$ cat config.mk
export PLATFORM = sky130hd
export DESIGN_NAME = eq_pair_gen
export DESIGN_NICKNAME = d
export VERILOG_FILES = /design/src/rtl/eq_pair_gen.sv
export SDC_FILE = /design/constraint.sdc
export NUM_CORES = 1
export LEC_CHECK = 0
export CAP_MARGIN = 5
export CORE_MARGIN = 2
export CORE_UTILIZATION = 57
export CTS_BUF_LIST = sky130_fd_sc_hd__clkbuf_4 sky130_fd_sc_hd__clkbuf_8
export CTS_CLUSTER_DIAMETER = 150
export DETAILED_ROUTE_END_ITERATION = 10
export PLACE_DENSITY = 0.81
export SLEW_MARGIN = 30
export SYNTH_ARGS = -nofsm -noshare
export SYNTH_HDL_FRONTEND = slang
export SYNTH_SLANG_ARGS = --single-unit
$ cat constraint.sdc
create_clock -name clk -period 2.8 [get_ports clk]
set_clock_uncertainty 0.2 [all_clocks]
set_input_delay 0.28 -clock clk [delete_from_list [all_inputs] [get_ports clk]]
set_output_delay 0.28 -clock clk [all_outputs]
set_load 0.005 [all_outputs]
$ cat src/rtl/eq_pair_gen.sv
// Operand-pair source for the equality-compare datapath: exhaustive sweep or
// seeded LFSR-random (a, b, a==b) pairs delivered over a valid/ready handshake.
module eq_pair_gen #(
  parameter int          WIDTH      = 4,
  parameter logic [15:0] LFSR_SEED  = 16'hACE1,
  parameter int          RAND_COUNT = 64
) (
  input  logic               clk,
  input  logic               rst_n,
  input  logic               start,
  input  logic               mode,
  output logic [WIDTH-1:0]   a,
  output logic [WIDTH-1:0]   b,
  output logic               exp_eq,
  output logic               valid,
  input  logic               ready,
  output logic               busy,
  output logic               done,
  output logic [2*WIDTH:0]   pair_cnt
);

  localparam int PW = 2 * WIDTH;
  localparam int CW = PW + 1;

  typedef enum logic [1:0] {IDLE, RUN, DONE} state_t;

  state_t          state;
  logic            mode_r;
  logic [15:0]     lfsr;
  logic [PW-1:0]   idx;

  logic [15:0]     lfsr_adv;
  logic [PW-1:0]   idx_adv;
  logic [WIDTH-1:0] adv_a, adv_b, first_a, first_b;
  logic            last_xfer;

  function automatic logic [15:0] lfsr_step(input logic [15:0] l);
    return (l >> 1) ^ (l[0] ? 16'hB400 : 16'h0000);
  endfunction

  // Bit 15 of the LFSR forces b = a, biasing the stream to about half equal pairs.
  function automatic logic [WIDTH-1:0] rand_a(input logic [15:0] l);
    return l[WIDTH-1:0];
  endfunction

  function automatic logic [WIDTH-1:0] rand_b(input logic [15:0] l);
    return l[15] ? l[WIDTH-1:0] : l[PW-1:WIDTH];
  endfunction

  always_comb begin
    lfsr_adv = lfsr_step(lfsr);
    idx_adv  = idx + PW'(1);
    if (mode_r) begin
      adv_a = rand_a(lfsr_adv);
      adv_b = rand_b(lfsr_adv);
    end else begin
      adv_a = idx_adv[PW-1:WIDTH];
      adv_b = idx_adv[WIDTH-1:0];
    end
    first_a = mode ? rand_a(LFSR_SEED) : '0;
    first_b = mode ? rand_b(LFSR_SEED) : '0;
    if (mode_r) last_xfer = (pair_cnt == CW'(RAND_COUNT - 1));
    else        last_xfer = (idx == '1);
  end

  always_ff @(posedge clk) begin
    if (!rst_n) begin
      state    <= IDLE;
      mode_r   <= 1'b0;
      lfsr     <= LFSR_SEED;
      idx      <= '0;
      a        <= '0;
      b        <= '0;
      exp_eq   <= 1'b0;
      valid    <= 1'b0;
      busy     <= 1'b0;
      done     <= 1'b0;
      pair_cnt <= '0;
    end else begin
      done <= 1'b0;
      case (state)
        IDLE: begin
          if (start) begin
            mode_r   <= mode;
            pair_cnt <= '0;
            lfsr     <= LFSR_SEED;
            idx      <= '0;
            a        <= first_a;
            b        <= first_b;
            exp_eq   <= (first_a == first_b);
            valid    <= 1'b1;
            busy     <= 1'b1;
            state    <= RUN;
          end
        end
        RUN: begin
          // The next pair is loaded on the same edge as the transfer, so no bubbles.
          if (valid && ready) begin
            pair_cnt <= pair_cnt + CW'(1);
            if (last_xfer) begin
              valid <= 1'b0;
              busy  <= 1'b0;
              done  <= 1'b1;
              state <= DONE;
            end else begin
              lfsr   <= lfsr_adv;
              idx    <= idx_adv;
              a      <= adv_a;
              b      <= adv_b;
              exp_eq <= (adv_a == adv_b);
            end
          end
        end
        DONE: begin
          state <= IDLE;
        end
        default: begin
          state <= IDLE;
        end
      endcase
    end
  end

endmodule
After elaboration in Yosys (flattened, before gate mapping):

Index checks and enable logic that the tools add are counted.

* add/sub/neg operators: 2
* equal/unequal tests: 8
* muxes and demuxes: 36
* bitwise logic cells: 1
* reduce and logical (&&, ||, !) cells: 9

Operator list (count)
* $mux W16: 4
* $mux W4: 8
* $pmux W16 S2: 1
* $mux W8: 3
* $mux W9: 2
* $pmux W9 S2: 1
* $pmux W4 S2: 2
* $pmux W8 S2: 1
* $xor A15 B16 Y16: 1
* $add A9 B1 Y9 const B: 1
* $eq A9 B6 Y1 const B: 1
* $reduce_and A3 Y1: 3
* $add A8 B1 Y8 const B: 1
* $eq A8 B8 Y1 const B: 1
* $mux W1: 8
* $ne A2 B2 Y1 const B: 4
* $reduce_and A4 Y1: 2
* $mux W2: 3
* $eq A4 B4 Y1: 1
* $pmux W1 S2: 2
* $pmux W2 S2: 1
* $eq A2 B1 Y1 const B: 1
* $logic_not A2 Y1: 1
* $reduce_and A2 Y1: 1
* 2 further kinds: 2

* register bits after elaboration: 47
* input bits: 5
* output and inout bits: 21
* word-level logic and storage cells: 66

Depth between registers and ports, before layout:

* depth after elaboration: 8
* mapped depth: 9
* gate-level depth less buffers: 7

Worst setup path after synthesis:

OpenSTA, ideal clock, no wires.

* kind: reg-to-reg
* start: reg idx[0]
* end: reg exp_eq
* setup time: 0.133 ns
* arrival time: 2.096 ns
* required time: 2.467 ns
* setup slack: 0.371 ns
* cell stages (with the launch flop): 10
* buffers on the path: 2
* period minus slack after synthesis: 2.429 ns
* path through: dfxtp_1 > ha_1 > nand3_4 > or4_4 > and3_1 > buf_6 > or2_0 > buf_2 > o21ai_0 > a21oi_1

* word-level cells in the longest chain between the ends: 6
* elaborated cells between the ends (all ways): 11
* those cells by class: add/sub: 1; eq/ne: 3; mux: 6; reduce/logical: 1

RTL lines
* start: declaration: RTL line 30 `logic [PW-1:0] idx;`
* start signal: assignment: RTL line 107 `idx <= idx_adv;`
* $add A8 B1 Y8: RTL line 52 `idx_adv = idx + PW'(1);`
* $mux W4: RTL line 53 `if (mode_r) begin`
* $eq A4 B4 Y1: RTL line 110 `exp_eq <= (adv_a == adv_b);`
* $mux W1: RTL line 100 `if (last_xfer) begin`
* $mux W1: RTL line 98 `if (valid && ready) begin`
* $pmux W1 S2: RTL line 81 `case (state)`
* end signal: assignment: RTL line 90 `exp_eq <= (first_a == first_b);`
* end signal: assignment: RTL line 110
* end: declaration: RTL line 14 `output logic exp_eq,`

Several ways; a longest one is shown, not always the timed one. The select of a mux whose other input is x is not followed.
A chain may end at the register's enable or synchronous reset.

Worst setup path in the final report:

* start: reg idx[0]
* end: reg b[0]

* word-level cells in the longest chain between the ends: 5
* elaborated cells between the ends (all ways): 9
* those cells by class: add/sub: 1; eq/ne: 2; mux: 5; reduce/logical: 1

RTL lines
* $add A8 B1 Y8: RTL line 52
* $mux W4: RTL line 53
* $mux W4: RTL line 100
* $mux W4: RTL line 98
* $pmux W4 S2: RTL line 81
* end signal: assignment: RTL line 89 `b <= first_b;`
* end signal: assignment: RTL line 109 `b <= adv_b;`
* end: declaration: RTL line 13 `output logic [WIDTH-1:0] b,`

Several ways; a longest one is shown, not always the timed one. The select of a mux whose other input is x is not followed.

==> reports/summary.txt <==
hold crit path type: flip-flop to flip-flop
critical path cell sequence: ha_1, nand3_4, or4_4, and3_1, or2_0, nor2_1, a311oi_2
status: finished, final reports clean
main combinational cell family by area after synthesis: simple AND/OR/NAND/NOR gates
Final min period: 2.49 ns
critical path type: flip-flop to flip-flop
ratio of cells with drive above 1 in the final layout: 9.93%
initial antenna violation count: 0
period utilization: 89.0%
Pint: 1.11 mW
Clock Path Buffers: 2
WHS: 0.314 ns
Initial Util: 59.4%
Core Util, Final: 71.1%
Final setup viols: 0
wire length per cell: 14.7 um
measured slew at the worst slew-check pin: 0.600 ns
Compound-Gate Fraction of Synth Area: 17.2%
root buffer cell: clkbuf_8
CP Launch Type: flip-flop
Top Family by Delay on Critical Path: simple AND/OR/NAND/NOR gates
Sw Ratio: 22.6%
Fill cells: 301
most frequent cells in the layout: 47 x nor2_1, 47 x dfxtp_1, 25 x clkdlybuf4s50_1, 18 x nand2_1, 17 x a22oi_1
Clock power frac: 41.5%
H-Tree Depth: 2
largest net degree at the start of global routing: 27
NetSw: 0.326 mW
DR vias/cell: 5.82
clock latency on the worst-skew pair: 0.30 ns
register area share after synthesis: 42.9%
IO Pins: 26
Antenna Nets Post-Route: 0
Sink Count: 47
post-synthesis mux area share: 4.23%
Placed Area: 0.00249 mm^2
drt total wl: 4860 um
largest fanout on the critical path: 8
max-cap violations: 0
DRC viols: 0
slowest stage delay, CP: 0.51 ns
Final Slew Violations: 0
peak supply drop: 344 uV
PostCTS Resize Cnt: 0
Synth warnings: 0
initial DRC count: 117
Post-Synth Simple-Gate Area: 24.1%
Comb pwr share: 9.8%
Die Area: 0.00436 mm^2
count of cell types in the netlist: 45
core area: 0.00369 mm^2
clock transition at the registers of the reported paths: 0.08 ns
CTS buffer count: 5
CTS tree: done
CP bufs+invs: 0
HPWL after DPL: 3420 um
DIE WIDTH: 66.0 um
Synth Area in Adders: 1.14%
Max-slew headroom: 60.0%
syn nets: 264
Inserted Diodes: 0
number of global-route vias before repair: 1820
Post-Synthesis Cells: 257
Multi-input gate area: 0.00118 mm^2
Syn Area/Cell: 8.52 um^2
register area: 941 um^2
Post-CTS Hold Buffers: 0
share of power burned in registers: 48.8%
Leakage: 0.953 nW
first-pass GRT wire length: 8220 um
fin area: 0.00262 mm^2
XOR/XNOR Fraction of Synth Area: 6.80%
synthesis-stage register bit count: 47
final net count: 288
Row Count: 22
Max Freq: 0.401 GHz
synth-to-layout area growth: 19.8%
Crit-path slowest cell: or4_4
Post-CTS Setup Bufs: 0
Sum Neg Setup Slack: 0 ns
Vias: 1922
WP data required: 2.77 ns
Worst EP arrival: 2.46 ns
Cell Area, Synth: 0.00219 mm^2
GRT overflow: 0
PD cells: 548 mW/mm^2
Final Hold Fails: 0
RePlAce Congestion: 0.858
Crit. End Element: flip-flop
drt pass-1 iters: 4
RSZ-0062 raised after global routing: false
Die Y: 66.0 um
port bufs: 25
Total GRT Usage: 24.7%
## final timing paths
check	startpoint	endpoint	slack [ns]	cells after the start
setup reg to reg	idx[0]$_SDFFE_PN0P_	b[0]$_SDFFE_PN0P_	0.31	7
setup / recovery	idx[0]$_SDFFE_PN0P_	b[0]$_SDFFE_PN0P_	0.31	7
hold / removal	idx[7]$_SDFFE_PN0P_	idx[7]$_SDFFE_PN0P_	0.31	2
hold reg to reg	idx[7]$_SDFFE_PN0P_	idx[7]$_SDFFE_PN0P_	0.31	2
## sequential cells by signal (all words and copies together), names as in the netlist
signal    count
state         2
mode_r        1
done          1
pair_cnt      9
a             4
idx           8
exp_eq        1
b             4
busy          1
lfsr         16
## cell usage after synthesis, drive strengths merged
| library cell | instances | area share [%] |
|---|---|---|
| dfxtp | 47 | 43 |
| nor3 | 7 | 1.6 |
| ha | 2 | 1.1 |
| mux2 | 2 | 1.0 |
| nand3b | 1 | 0.34 |
| mux2i | 7 | 3.2 |
| nor4b | 1 | 0.40 |
| nand4b | 1 | 0.40 |
| a311oi | 1 | 0.69 |
| xnor2 | 6 | 2.4 |
| and3 | 3 | 0.86 |
| o21ai | 14 | 3.2 |
| o211ai | 1 | 0.34 |
| or2 | 4 | 1.1 |
| and4 | 2 | 0.80 |
| nand2 | 18 | 3.1 |
| a211oi | 2 | 0.69 |
| a22oi | 17 | 5.8 |
| nand2b | 4 | 1.1 |
| nand3 | 6 | 1.9 |
| nor4 | 1 | 0.29 |
| a31oi | 4 | 1.4 |
| nor2 | 47 | 8.1 |
| inv | 2 | 0.34 |
| buf | 5 | 1.5 |
| nor2b | 4 | 1.1 |
| a21oi | 13 | 3.1 |
| or3 | 3 | 0.91 |
| clkbuf | 10 | 1.7 |
| o31ai | 1 | 0.34 |
| xor2 | 11 | 4.4 |
| a222oi | 1 | 0.46 |
| a21o | 2 | 0.74 |
| nand4 | 4 | 1.1 |
| o21bai | 1 | 0.34 |
| or4 | 2 | 0.86 |
## through the flow
| stage | instances | power, mW | setup slack [ns] |
|---|---|---|---|
| floorplan | 257 | 0.810 | 0.371 |
| global placement | 322 | 0.855 | 0.428 |
| detailed placement | 322 | 0.856 | 0.332 |
| CTS | 330 | 1.45 | 0.294 |
| global route | 330 | 1.49 | 0.174 |
| finish | 330 | 1.44 | 0.308 |
## power by group through the flow
stage | clock network (mW) | logic (mW) | registers [mW]
2_1_floorplan | 0 | 0.102 | 0.709
3_3_place_gp | 0 | 0.139 | 0.716
3_5_place_dp | 0 | 0.139 | 0.717
4_1_cts | 0.605 | 0.140 | 0.702
5_1_grt | 0.628 | 0.156 | 0.705
6_report | 0.596 | 0.140 | 0.702
## cell families after synthesis
family,count (synthesis)
AO/OA/AOI/OAI,57
XOR/XNOR,17
adder cells (fa/ha/maj),2
buffers and inverters,17
flip-flops,47
multiplexers,9
AND/OR/NAND/NOR,108
## metal layers
metal	part of all wire, %	global-route usage [%]	wire length [um]	up-vias
met5	0	0	0	-
met4	1.5	7.91	73	0
met3	6.1	7.16	296	7
met2	48	41.3	2350	47
met1	44	30.5	2140	915
li1	-	-	-	953
## worst min-delay path: cells and delay by family (launching register included)
family          cells  cell delay (ns)
compound gates      2             0.14
flops               1             0.34
## area by class of cell
cell class	instances	area share (%)
Sequential cell	47	35.9
Clock inverter	2	2.29
Clock buffer	6	2.91
Multi-Input combinational cell	193	44.8
Tap cell	48	2.29
Timing Repair Buffer	32	11.5
Inverter	2	0.286
Power figures use the tool's default switching activity.
